`config.mk`:
```
export PLATFORM = sky130hd
export DESIGN_NAME = hub75_fb_dma
export DESIGN_NICKNAME = d
export VERILOG_FILES = /design/src/rtl/hub75_pkg.sv /design/src/rtl/hub75_px_unpack.sv /design/src/rtl/hub75_fb_dma.sv
export SDC_FILE = /design/constraint.sdc
export NUM_CORES = 1
export LEC_CHECK = 0
export CAP_MARGIN = 15
export CORE_ASPECT_RATIO = 0.6
export CORE_MARGIN = 2
export CORE_UTILIZATION = 55
export DETAILED_ROUTE_END_ITERATION = 10
export GPL_TIMING_DRIVEN = 0
export PLACE_DENSITY = 0.84
export SETUP_SLACK_MARGIN = 0.5
export SYNTH_ARGS = -nofsm -noshare
export SYNTH_HDL_FRONTEND = slang
export SYNTH_HIERARCHICAL = 1
export SYNTH_SLANG_ARGS = --single-unit
```
`constraint.sdc`:
```
create_clock -name clk -period 4.75 [get_ports clk]
set_clock_uncertainty 0.15 [all_clocks]
set_input_delay 1.1875 -clock clk [delete_from_list [all_inputs] [get_ports clk]]
set_output_delay 1.1875 -clock clk [all_outputs]
set_load 0.02 [all_outputs]
```
`src/rtl/hub75_pkg.sv`:
```
// rtl/hub75_pkg.sv - shared constants, state encoding and helpers for the HUB75 frame-buffer DMA
package hub75_pkg;

    localparam logic [31:0] HUB_BASE_DEFAULT = 32'h8100_0000;
    localparam int          CTRL_SEL_BIT     = 0;
    localparam int          CTRL_VSYNC_BIT   = 8;

    typedef logic [2:0] dma_state_t;
    localparam dma_state_t IDLE = 3'd0;
    localparam dma_state_t CLR  = 3'd1;
    localparam dma_state_t RD   = 3'd2;
    localparam dma_state_t WR   = 3'd3;
    localparam dma_state_t POLL = 3'd4;
    localparam dma_state_t GAP  = 3'd5;
    localparam dma_state_t SWAP = 3'd6;
    localparam dma_state_t DONE = 3'd7;

    // The control word lives directly after both pixel buffers.
    function automatic logic [31:0] ctrl_offset_w(input int rows, input int cols);
        return 32'(2 * rows * cols);
    endfunction

    // Every control write also clears the vsync flag.
    function automatic logic [31:0] ctrl_word(input logic sel);
        logic [31:0] w;
        w                 = '0;
        w[CTRL_VSYNC_BIT] = 1'b1;
        w[CTRL_SEL_BIT]   = sel;
        return w;
    endfunction

endpackage

```
`src/rtl/hub75_px_unpack.sv`:
```
// rtl/hub75_px_unpack.sv - source word to 24-bit 0xBBGGRR pixel (direct or RGB565 half-word expand)
module hub75_px_unpack (
    input  logic        half_sel_i,
    input  logic [31:0] src_word_i,
    input  logic        fmt_i,
    output logic [23:0] pixel_o
);

    logic [15:0] h;
    logic [7:0]  r8;
    logic [7:0]  g8;
    logic [7:0]  b8;

    always_comb begin
        h  = half_sel_i ? src_word_i[31:16] : src_word_i[15:0];
        // Replicate MSBs into the LSBs so full-scale 5/6-bit maps to 0xFF.
        r8 = {h[15:11], h[15:13]};
        g8 = {h[10:5], h[10:9]};
        b8 = {h[4:0], h[4:2]};
        pixel_o = fmt_i ? {b8, g8, r8} : src_word_i[23:0];
    end

endmodule

```
`src/rtl/hub75_fb_dma.sv`:
```
// rtl/hub75_fb_dma.sv - frame copy engine: source memory to HUB75 back buffer, vsync wait, buffer flip
module hub75_fb_dma
    import hub75_pkg::*;
#(
    parameter int          ROWS       = 64,
    parameter int          COLS       = 64,
    parameter logic [31:0] HUB_BASE   = HUB_BASE_DEFAULT,
    parameter int          SRC_RGB565 = 0,
    parameter int          POLL_GAP   = 16
) (
    input  logic        clk,
    input  logic        rst_n,
    input  logic        start_i,
    input  logic [31:0] src_base_i,
    output logic        busy_o,
    output logic        done_o,
    output logic        front_o,
    output logic [31:0] m_addr_o,
    output logic [31:0] m_wdata_o,
    output logic [3:0]  m_wmask_o,
    output logic        m_wen_o,
    output logic        m_ren_o,
    input  logic [31:0] m_rdata_i,
    input  logic        m_ready_i
);

    localparam int               NPIX      = ROWS * COLS;
    localparam int               PIX_W     = $clog2(NPIX);
    localparam int               GAP_W     = $clog2(POLL_GAP + 1);
    localparam logic [31:0]      NPIX_W    = 32'(NPIX);
    localparam logic [31:0]      CTRL_ADDR = HUB_BASE + (ctrl_offset_w(ROWS, COLS) << 2);
    localparam logic [PIX_W-1:0] LAST_PIX  = PIX_W'(NPIX - 1);
    localparam logic             FMT565    = (SRC_RGB565 != 0);

    dma_state_t       state_q, state_d;
    logic             busy_q, busy_d;
    logic             done_q, done_d;
    logic             front_q, front_d;
    logic             half_q, half_d;
    logic [PIX_W-1:0] pix_q, pix_d;
    logic [GAP_W-1:0] gap_q, gap_d;
    logic [31:0]      src_addr_q, src_addr_d;
    logic [31:0]      src_word_q, src_word_d;
    logic [31:0]      addr_q, addr_d;
    logic [31:0]      wdata_q, wdata_d;
    logic [3:0]       wmask_q, wmask_d;
    logic             wen_q, wen_d;
    logic             ren_q, ren_d;

    logic             pending;
    logic             ack;
    logic [23:0]      pixel;
    logic [31:0]      pix_word;
    logic [31:0]      dest_addr;

    hub75_px_unpack u_unpack (
        .half_sel_i (half_q),
        .src_word_i (src_word_q),
        .fmt_i      (FMT565),
        .pixel_o    (pixel)
    );

    assign pending   = wen_q | ren_q;
    assign ack       = pending & m_ready_i;
    // Back buffer is the one not on display: index ~front.
    assign pix_word  = (front_q ? 32'd0 : NPIX_W) + 32'(pix_q);
    assign dest_addr = HUB_BASE + (pix_word << 2);

    always_comb begin
        state_d    = state_q;
        busy_d     = busy_q;
        done_d     = 1'b0;
        front_d    = front_q;
        half_d     = half_q;
        pix_d      = pix_q;
        gap_d      = gap_q;
        src_addr_d = src_addr_q;
        src_word_d = src_word_q;
        addr_d     = addr_q;
        wdata_d    = wdata_q;
        wmask_d    = wmask_q;
        wen_d      = wen_q;
        ren_d      = ren_q;

        // A completed transaction always drops the request, giving one idle cycle.
        if (ack) begin
            wen_d = 1'b0;
            ren_d = 1'b0;
        end

        case (state_q)
            IDLE: begin
                if (start_i) begin
                    busy_d     = 1'b1;
                    src_addr_d = src_base_i;
                    pix_d      = '0;
                    half_d     = 1'b0;
                    state_d    = CLR;
                end
            end
            CLR: begin
                if (!pending) begin
                    addr_d  = CTRL_ADDR;
                    wdata_d = ctrl_word(front_q);
                    wmask_d = 4'b0011;
                    wen_d   = 1'b1;
                end else if (m_ready_i) begin
                    state_d = RD;
                end
            end
            RD: begin
                if (!pending) begin
                    addr_d  = src_addr_q;
                    wmask_d = 4'b0000;
                    ren_d   = 1'b1;
                end else if (m_ready_i) begin
                    src_word_d = m_rdata_i;
                    src_addr_d = src_addr_q + 32'd4;
                    state_d    = WR;
                end
            end
            WR: begin
                if (!pending) begin
                    addr_d  = dest_addr;
                    wdata_d = {8'h00, pixel};
                    wmask_d = 4'b0111;
                    wen_d   = 1'b1;
                end else if (m_ready_i) begin
                    if (pix_q == LAST_PIX) begin
                        pix_d   = '0;
                        half_d  = 1'b0;
                        state_d = POLL;
                    end else begin
                        pix_d = pix_q + PIX_W'(1);
                        if (FMT565 && !half_q) begin
                            half_d = 1'b1;
                        end else begin
                            half_d  = 1'b0;
                            state_d = RD;
                        end
                    end
                end
            end
            POLL: begin
                if (!pending) begin
                    addr_d  = CTRL_ADDR;
                    wmask_d = 4'b0000;
                    ren_d   = 1'b1;
                end else if (m_ready_i) begin
                    if (m_rdata_i[CTRL_VSYNC_BIT]) begin
                        state_d = SWAP;
                    end else begin
                        gap_d   = GAP_W'(POLL_GAP - 1);
                        state_d = GAP;
                    end
                end
            end
            GAP: begin
                if (gap_q == '0) begin
                    state_d = POLL;
                end else begin
                    gap_d = gap_q - GAP_W'(1);
                end
            end
            SWAP: begin
                if (!pending) begin
                    addr_d  = CTRL_ADDR;
                    wdata_d = ctrl_word(~front_q);
                    wmask_d = 4'b0011;
                    wen_d   = 1'b1;
                end else if (m_ready_i) begin
                    front_d = ~front_q;
                    done_d  = 1'b1;
                    state_d = DONE;
                end
            end
            DONE: begin
                busy_d  = 1'b0;
                state_d = IDLE;
            end
            default: begin
                state_d = IDLE;
            end
        endcase
    end

    always_ff @(posedge clk or negedge rst_n) begin
        if (!rst_n) begin
            state_q    <= IDLE;
            busy_q     <= 1'b0;
            done_q     <= 1'b0;
            front_q    <= 1'b0;
            half_q     <= 1'b0;
            pix_q      <= '0;
            gap_q      <= '0;
            src_addr_q <= '0;
            src_word_q <= '0;
            addr_q     <= '0;
            wdata_q    <= '0;
            wmask_q    <= '0;
            wen_q      <= 1'b0;
            ren_q      <= 1'b0;
        end else begin
            state_q    <= state_d;
            busy_q     <= busy_d;
            done_q     <= done_d;
            front_q    <= front_d;
            half_q     <= half_d;
            pix_q      <= pix_d;
            gap_q      <= gap_d;
            src_addr_q <= src_addr_d;
            src_word_q <= src_word_d;
            addr_q     <= addr_d;
            wdata_q    <= wdata_d;
            wmask_q    <= wmask_d;
            wen_q      <= wen_d;
            ren_q      <= ren_d;
        end
    end

    assign busy_o    = busy_q;
    assign done_o    = done_q;
    assign front_o   = front_q;
    assign m_addr_o  = addr_q;
    assign m_wdata_o = wdata_q;
    assign m_wmask_o = wmask_q;
    assign m_wen_o   = wen_q;
    assign m_ren_o   = ren_q;

endmodule

```
==> impl_metrics.env <==
export IMPL_status="finished, final reports clean"
export IMPL_synthFlopType="dfrtp_1"
export IMPL_io_buffers=131
export IMPL_hold_buffers=0
export IMPL_grt_setup_unrepaired="false"
export IMPL_synth_commonest_cells="147 x dfrtp_1, 68 x a21oi_1, 68 x nand2_1"
export IMPL_synth_distinct_cells=71
export IMPL_antenna_found_initial=0
export IMPL_cp_max_fo=10
export IMPL_critPathKind="in2reg"
export IMPL_start_kind="primary input"
export IMPL_yosysMostFrequentCell="dfrtp_1"
export IMPL_clk_pin_slew_ns=0.06
export IMPL_root_buffer="clkbuf_16"
export IMPL_final_hold_viol_count=0
export IMPL_synth_adder_area_share_pct=0.510
export IMPL_grt_max_degree=82
export IMPL_cts_setup_buffers=0
export IMPL_drc_errors=0
export IMPL_peakVddDrop_uv=343
export IMPL_grt_pass1_wl_mm=36.4
export IMPL_final_net_count=982
export IMPL_synth_top_cell_by_area="dfrtp_1"
export IMPL_setup_violations=0
export IMPL_synth_top_area_share_pct=50.0
export IMPL_post_cts_resize_count=0
export IMPL_synth_simple_gate_area_share_pct=15.0
export IMPL_avgSynthCellArea_um2=9.84
export IMPL_hold_path_class="reg2reg"
export IMPL_ioPinCount=141
export IMPL_netlist_instances=748
export IMPL_cts_tree="yes"
export IMPL_finalWirelength_mm=23.2
export IMPL_grt_remaining_overflow=0
export IMPL_max_cap_viol_count=0
export IMPL_drtIter0Drc=803
export IMPL_synth_edf_count=0
export IMPL_final_min_clock_period_ns=3.60
export IMPL_ys_seq_elements=147
export IMPL_routabilityCongestion=0.912
export IMPL_routed_via_density=6.37
export IMPL_area_growth_pct=30.1
export IMPL_clk_latency_ns=0.42
export IMPL_dieArea_um2=14400
export IMPL_synth_top_family_by_area="compound AO/OA/AOI/OAI gates"
export IMPL_drive_gt1_share_pct=11.6
export IMPL_muxShareOfSynthArea_pct=7.77
export IMPL_wl_per_cell_um=21.3
export IMPL_dp_cells=1062
export IMPL_grt_use_total_pct=33.1
export IMPL_fin_cells=1092
export IMPL_hpwl_mm=16.9
export IMPL_post_route_period_util_pct=75.7
export IMPL_maxSlewHeadroom_pct=15.8
export IMPL_fmax_ghz=0.278
export IMPL_die_x_um=153
export IMPL_power_leakage_nw=4.13
export IMPL_critPathCaptureType="flip-flop"
export IMPL_cts_made_buffers=17
export IMPL_power_density_nw_per_um2=693
export IMPL_yosysSeqAreaShare_pct=50.0
export IMPL_dr_pass1_iters=5
export IMPL_synth_area_um2=7360
export IMPL_vias=6952
export IMPL_crit_required_ns=4.87
export IMPL_arrival_ns=3.72
export IMPL_rows=32
export IMPL_slew_viol_final=0
export IMPL_core_area_um2=12900
export IMPL_drtAntennaViolNets=0
export IMPL_finish_utilization_pct=74.0
export IMPL_yosys_top_cells_area="dfrtp_1 50%, mux2_2 5.0%, a22o_1 4.8%"
export IMPL_synth_xor_xnor_area_share_pct=0.357
export IMPL_synth_compound_area_share_pct=21.1
export IMPL_synth_warnings=6
export IMPL_htreeDepth=4
export IMPL_cts_buffer_depth=2
export IMPL_initial_core_util_pct=56.9
export IMPL_async_flop_share_pct=100
export IMPL_clkSinkCount=147
export IMPL_worstMarginPinSlew_ns=1.24
export IMPL_die_y_um=93.6
export IMPL_grt_pass1_vias=6589
export IMPL_diodes=0
layout by cell type, fill, tap and decap left out, drive strengths merged, types with 3 or more instances in the layout:
cell           Yosys  final
nand2b             6      6
o22a               4      4
buf               32     34
dfrtp            147    147
nand3             25     25
nand4              9      9
inv               14     14
clkinv             0      6
nor2              68     68
clkdlybuf4s50      0    130
conb               1     13
ha                 3      3
a21oi             69     69
nor3              13     13
or3                6      6
o21ai             50     50
nand2             68     68
clkbuf            30     50
a22oi             15     15
bufinv             0      4
nor3b              3      3
mux2              33     33
a31oi             13     13
a2bb2oi            6      6
a22o              40     40
a21o               3      3
mux2i             20     20
and3              10     10
o22ai             15     15
kinds of logic (layout without fill, tap and decap cells):
logic type / after synthesis / after routing
AO/OA/AOI/OAI: 239 / 239
AND/OR/NAND/NOR: 226 / 226
XOR/XNOR: 3 / 3
multiplexers: 53 / 53
adder cells (fa/ha/maj): 3 / 3
other: 1 / 13
buffers and inverters: 76 / 238
flip-flops: 147 / 147
per-layer routing:
| layer | global-route usage (%) | part of all wire (%) | vias up |
|---|---|---|---|
| met5 | 0 | 0 | - |
| met3 | 10.4 | 13 | 37 |
| met2 | 46.9 | 42 | 479 |
| li1 | - | - | 3042 |
| met1 | 49.3 | 44 | 3394 |
| met4 | 8.03 | 1.2 | 0 |
final cells by class:
type | instances | area [um2]
repair buffers | 132 | 1340
flip-flops and latches | 147 | 3680
clock buffers | 20 | 457
multi-input cells | 537 | 3350
fillers | 935 | 3360
clock inverters | 10 | 158
well taps | 170 | 213
plain buffers | 62 | 327
inverters | 14 | 52.6
critical path, cell delays in order:
cell             delay [ns]
clkdlybuf4s50_1        0.58
nor4b_1                1.02
a21oi_2                0.20
clkbuf_1               0.35
o21ai_0                0.26
o21ai_0                0.11
metrics by stage:
| stage | setup TNS [ns] | worst slack, ns | power (mW) | hold slack (ns) | cell area (um2) |
|---|---|---|---|---|---|
| floorplan | 0 | 2.18 | 3.95 | 0.296 | 7400 |
| global placement | -500.21 | -3.41 | 5.01 | 0.310 | 8930 |
| detailed placement | 0 | 0.919 | 5.12 | 0.315 | 8960 |
| CTS | 0 | 1.28 | 6.56 | 0.330 | 9570 |
| global route | 0 | 1.11 | 6.97 | 0.356 | 9570 |
| finish | 0 | 1.15 | 6.63 | 0.325 | 9570 |
power by group:
group	internal [mW]	switching (mW)	total, mW	leakage [nW]
clock network	0.899	0.515	1.41	0.305
logic	1.26	1.70	2.96	2.04
registers	1.78	0.479	2.26	1.79
path summary, 6_finish.rpt:
kind / from / to / slack, ns / depth (start not counted)
worst max-delay path: start_i / src_addr_q[10] / 1.15 / 6
worst min-delay path: src_addr_q[0] / src_addr_q[0] / 0.32 / 2
worst max register to register: state_q[2] / src_addr_q[10] / 1.90 / 6
worst min register to register: src_addr_q[0] / src_addr_q[0] / 0.32 / 2
max in group asynchronous: rst_n / pix_q[9] / 3.03 / 2
min in group asynchronous: rst_n / src_word_q[27] / 0.65 / 1
registers in the layout, indices dropped and copies added (netlist names):
signal      count
front_o         1
src_word_q     32
src_addr_q     32
done_o          1
m_wdata_o      24
m_ren_o         1
busy_o          1
m_addr_o       32
m_wmask_o       2
gap_q           5
pix_q          12
state_q         3
m_wen_o         1
No activity file was read; power rests on OpenSTA's default activity.
